===== src/rtl/fetch_unit.sv =====
// Instruction fetch stage: PC, one-outstanding imem requests, and an instruction/PC FIFO for decode.
// Define FETCH_PERF_EN to add the perf_fetch_cnt / perf_flush_cnt counters.
module fetch_unit #(
  parameter logic [31:0] RESET_PC   = 32'h0000_0000,
  parameter int          FIFO_DEPTH = 4
) (
  input  logic        clk,
  input  logic        rst,
  input  logic        jmp_en,
  input  logic [31:0] jmp_addr,
  input  logic        clr,
  output logic        imem_req,
  output logic [31:0] imem_addr,
  input  logic        imem_ready,
  input  logic        imem_rvalid,
  input  logic [31:0] imem_rdata,
  output logic        ins_valid,
  output logic [31:0] ins,
  output logic [31:0] ins_addr,
  input  logic        ins_ready
`ifdef FETCH_PERF_EN
  ,
  output logic [31:0] perf_fetch_cnt,
  output logic [31:0] perf_flush_cnt
`endif
);

  localparam int PW = $clog2(FIFO_DEPTH);
  localparam int CW = PW + 1;
  localparam logic [31:0] ALIGN_MASK = 32'hFFFF_FFFC;

  typedef enum logic {ST_RUN, ST_WAIT} state_t;

  state_t          state_q, state_d;
  logic [31:0]     pc_q, pc_d;
  logic [31:0]     req_pc_q, req_pc_d;
  logic            drop_q, drop_d;
  logic [CW-1:0]   count_q, count_d;
  logic [PW-1:0]   wr_ptr_q, wr_ptr_d;
  logic [PW-1:0]   rd_ptr_q, rd_ptr_d;
  logic [31:0]     data_q [FIFO_DEPTH];
  logic [31:0]     addr_q [FIFO_DEPTH];

  logic        flush;
  logic        accept;
  logic        push;
  logic        pop;
  logic [31:0] jmp_pc;

  assign flush  = jmp_en | clr;
  assign jmp_pc = jmp_addr & ALIGN_MASK;

  // Only RUN issues, so count < depth always leaves a slot for the response.
  assign imem_req  = !rst && (state_q == ST_RUN) && (count_q < CW'(FIFO_DEPTH));
  assign imem_addr = pc_q;
  assign accept    = imem_req && imem_ready;

  assign ins_valid = (count_q != '0);
  assign ins       = data_q[rd_ptr_q];
  assign ins_addr  = addr_q[rd_ptr_q];

  assign push = (state_q == ST_WAIT) && imem_rvalid && !drop_q && !flush;
  assign pop  = ins_valid && ins_ready && !flush;

  always_comb begin
    state_d  = state_q;
    pc_d     = pc_q;
    req_pc_d = req_pc_q;
    drop_d   = drop_q;
    count_d  = count_q;
    wr_ptr_d = wr_ptr_q;
    rd_ptr_d = rd_ptr_q;

    case (state_q)
      ST_RUN: begin
        if (accept) begin
          req_pc_d = pc_q;
          pc_d     = pc_q + 32'd4;
          state_d  = ST_WAIT;
          drop_d   = flush;
        end
      end
      ST_WAIT: begin
        // A response arriving with a redirect is discarded outright, so no drop is left pending.
        if (imem_rvalid) begin
          state_d = ST_RUN;
          drop_d  = 1'b0;
        end else if (flush) begin
          drop_d = 1'b1;
        end
      end
      default: state_d = ST_RUN;
    endcase

    if (jmp_en) begin
      pc_d = jmp_pc;
    end else if (clr) begin
      pc_d = pc_q;
    end

    if (flush) begin
      count_d  = '0;
      wr_ptr_d = '0;
      rd_ptr_d = '0;
    end else begin
      if (push) wr_ptr_d = wr_ptr_q + PW'(1);
      if (pop)  rd_ptr_d = rd_ptr_q + PW'(1);
      count_d = count_q + CW'(push) - CW'(pop);
    end
  end

  always_ff @(posedge clk) begin
    if (rst) begin
      state_q  <= ST_RUN;
      pc_q     <= RESET_PC & ALIGN_MASK;
      req_pc_q <= '0;
      drop_q   <= 1'b0;
      count_q  <= '0;
      wr_ptr_q <= '0;
      rd_ptr_q <= '0;
    end else begin
      state_q  <= state_d;
      pc_q     <= pc_d;
      req_pc_q <= req_pc_d;
      drop_q   <= drop_d;
      count_q  <= count_d;
      wr_ptr_q <= wr_ptr_d;
      rd_ptr_q <= rd_ptr_d;
    end
  end

  genvar gi;
  generate
    for (gi = 0; gi < FIFO_DEPTH; gi++) begin : g_entry
      always_ff @(posedge clk) begin
        if (rst) begin
          data_q[gi] <= '0;
          addr_q[gi] <= '0;
        end else if (push && (wr_ptr_q == PW'(gi))) begin
          data_q[gi] <= imem_rdata;
          addr_q[gi] <= req_pc_q;
        end
      end
    end
  endgenerate

`ifdef FETCH_PERF_EN
  logic [31:0] perf_fetch_q, perf_fetch_d;
  logic [31:0] perf_flush_q, perf_flush_d;

  always_comb begin
    perf_fetch_d = perf_fetch_q + 32'(push);
    perf_flush_d = perf_flush_q + 32'(flush);
  end

  always_ff @(posedge clk) begin
    if (rst) begin
      perf_fetch_q <= '0;
      perf_flush_q <= '0;
    end else begin
      perf_fetch_q <= perf_fetch_d;
      perf_flush_q <= perf_flush_d;
    end
  end

  assign perf_fetch_cnt = perf_fetch_q;
  assign perf_flush_cnt = perf_flush_q;
`endif

endmodule

===== config.mk =====
export PLATFORM = sky130hd
export DESIGN_NAME = fetch_unit
export DESIGN_NICKNAME = d
export VERILOG_FILES = /design/src/rtl/fetch_unit.sv
export SDC_FILE = /design/constraint.sdc
export NUM_CORES = 1
export LEC_CHECK = 0
export CAP_MARGIN = 10
export CORE_MARGIN = 2
export CORE_UTILIZATION = 60
export CTS_BUF_LIST = sky130_fd_sc_hd__clkbuf_8 sky130_fd_sc_hd__clkbuf_16
export DETAILED_ROUTE_END_ITERATION = 7
export GPL_ROUTABILITY_DRIVEN = 0
export HOLD_SLACK_MARGIN = 0.03
export PLACE_DENSITY = 0.85
export SKIP_LAST_GASP = 1
export SLEW_MARGIN = 10
export SYNTH_ARGS = -nofsm -noshare
export SYNTH_HDL_FRONTEND = slang
export SYNTH_SLANG_ARGS = --single-unit

===== constraint.sdc =====
create_clock -name clk -period 7.55 [get_ports clk]
set_input_delay 0.755 -clock clk [delete_from_list [all_inputs] [get_ports clk]]
set_output_delay 0.755 -clock clk [all_outputs]
set_load 0.05 [all_outputs]

==> impl_metrics.toml <==
[synth]
seq_area_frac_synth_pct = 63.3
syn_avg_cell_area_sq_um = 13.5
synth_cell_types = 47
yosys_warnings = 0
async_reset_ff_share_pct = 0
synth_edf_count = 248
synth_top_area_share_pct = 53.1
yosys_most_used_dff = "edfxtp_1"
synth_top_area_cell = "edfxtp_1"
syn_inst = 1036
synthTopCellsByArea = "edfxtp_1 53%, and3_1 11%, dfxtp_1 10%, mux4_2 10%, clkbuf_1 2.2%"
synth_area_sq_mm = 0.0140
synth_seq_cells = 319

[critical_path]
path_cells = "buf_4, mux4_2, clkdlybuf4s50_1"
cp.required_ps = 6800
slowest_delay_ps = 820
critPathMaxFanout = 52
cp-end-kind = "output port"
path_delay_family = "buffers and inverters"
worst-path-buf-inv = 2
slowest_stage = "buf_4"
start_kind = "register"
worstSetupPathType = "reg2out"
worst-endpoint-arrival_ps = 3300

[drt]
via_count = 9209
wire_per_inst_microns = 22.0
drt_iter0_markers = 990
drc = 0
viasPerCell = 6.17
antenna_left = 0
wirelength_microns = 32800
firstDrtPassIters = 6

[cells_and_area]
diodes = 0
finalNonFillerCells = 1493
final_util_pct = 73.9
final_cell_mix = "255 x and3_1, 248 x edfxtp_1, 161 x clkdlybuf4s50_1"
areaGrowthSynthToFinish_pct = 20.1
num-nets-final = 1235
final_common_cell = "and3_1"
drive_gt1_share_pct = 12.5
final_area_sq_mm = 0.0168

[sta]
worst_pin_slew_ps = 1160
hold_viol_final = 0
drv_slew = 0
setup_viol = 0
setup_ws_ps = 3500
fin_worst_skew_ps = 8.16
fin_crit_sh_pct = 53.7
fmax_ghz = 0.247
holdWs_ps = 488
layout_min_cycle_time_ps = 4050
relSlewSlack_pct = 22.5
setup_tns_ps = 0
rsz0062_at_grt = "no"

[clock_tree]
cts_made_buffers = 31
postCtsHoldBufs = 0
cts_sinks = 319
clkTransAtPathRegs_ps = 60
cts.htree.levels = 1
postCtsSetupBuffers = 0
cts.repair.resized = 0
clock_latency_ps = 550
cts_root_buf = "clkbuf_16"
cts_tree = "done"
cts_max_path_buffers = 3

[global_routing]
grt_pass1_vias = 9166
overflow = 0
grt_start_max_net_pins = 152
grt_util_all_layers_pct = 26.9
grt_pass1_wl_microns = 51000
antenna_found_initial = 0

[floorplan]
initial_core_util_pct = 61.5
io_pins = 169
dieArea_sq_mm = 0.0246
core_sq_mm = 0.0228
die_x_microns = 157
die_y_microns = 157
num_rows = 55

[power]
clockPowerShare_pct = 39.9
pwr-share-seq_pct = 52.0
combPwrFrac_pct = 8.1
power.leakage_nw = 6.72
ir_drop_uv = 156
power_switching_mw = 0.879
power_density_mw_per_mm2 = 228
p_int_mw = 2.95
switching_share_pct = 22.9
total_power_mw = 3.83

[flow_run]
max_cap_violations = 0

[place]
placed_cells = 1436
pre_cts_slack_ps = 3180
port_buffers = 162
dp_hpwl_microns = 18300
placed_cell_area_sq_mm = 0.0158

[outcome]
status = "complete, no violations"

[min_path]
min_path_type = "reg2reg"
## metal layers
metal | GRT usage [%] | vias up | part of all wire [%]
met5 | 0 | - | 0
met2 | 44.0 | 490 | 49
met1 | 37.6 | 4475 | 39
met3 | 3.46 | 67 | 8.5
met4 | 9.22 | 0 | 2.9
li1 | - | 4177 | -
## cell usage after synthesis, types with 3 or more instances
master,number
mux4_2,62
a21oi_1,40
buf_1,8
xor2_1,10
or3_1,5
nor2_1,36
nand2_1,80
and3_1,255
nor3_1,13
a21o_1,4
a211oi_1,15
clkbuf_1,81
inv_1,12
nand4_1,12
nor4_1,4
mux2i_1,4
and4_1,3
xnor2_1,17
o21ai_0,4
edfxtp_1,248
buf_4,4
nand3_1,10
ha_1,7
dfxtp_1,71
## final cells by class
type                            count  area, sq um
Sequential cell                   319         8870
Fill cell                        1388         5950
Multi-Input combinational cell    613         4750
Timing Repair Buffer              179         1740
Clock buffer                       38          883
Tap cell                          313          392
Clock inverter                     19          140
Inverter                           12         45.0
## flip-flops by register name (all words and copies together), names as in the netlist, named ones only
| register | count |
|---|---|
| wr_ptr_q | 2 |
| rd_ptr_q | 2 |
| data_q | 128 |
| req_pc_q | 30 |
| addr_q | 120 |
| state_q | 1 |
| drop_q | 1 |
| count_q | 3 |
| imem_addr | 30 |
## power groups by stage
stage / clock network [mW] / registers (mW) / logic [mW]
finish: 1.53 / 1.99 / 0.310
global route: 1.60 / 2.00 / 0.326
CTS: 1.54 / 1.99 / 0.311
detailed placement: 0 / 2.03 / 0.309
global placement: 0 / 2.02 / 0.305
floorplan: 0 / 2.05 / 0.151
## worst register-to-register path, cell delays in order, from the launching register on
cell and delay, ps:
dfxtp_1 470, nand2_1 140, nor4_1 790, a21o_2 890, buf_4 550
## cell families (layout without fill, tap and decap cells)
family | Yosys count | in the layout | synth area share [%]
simple gates | 434 | 434 | 17.7
flops | 319 | 319 | 63.3
buf+inv | 107 | 248 | 3.04
compound gates | 73 | 73 | 3.20
mux | 67 | 67 | 10.3
xor+xnor | 27 | 27 | 1.69
fa+ha+maj | 8 | 8 | 0.768
other cells | 1 | 4 | 0.0268
## path summary, 6_finish.rpt
check	from	endpoint	slack, ps	depth (start not counted)
max	register	ins[7]	3500	3
min	req_pc_q[17]$_SDFFE_PP0P_	req_pc_q[17]$_SDFFE_PP0P_	490	2
max reg2reg	state_q$_SDFF_PP0_	data_q[3][26]$_SDFFCE_PN0P_	4340	4
min reg2reg	req_pc_q[17]$_SDFFE_PP0P_	req_pc_q[17]$_SDFFE_PP0P_	490	2
Power figures use the tool's default switching activity.
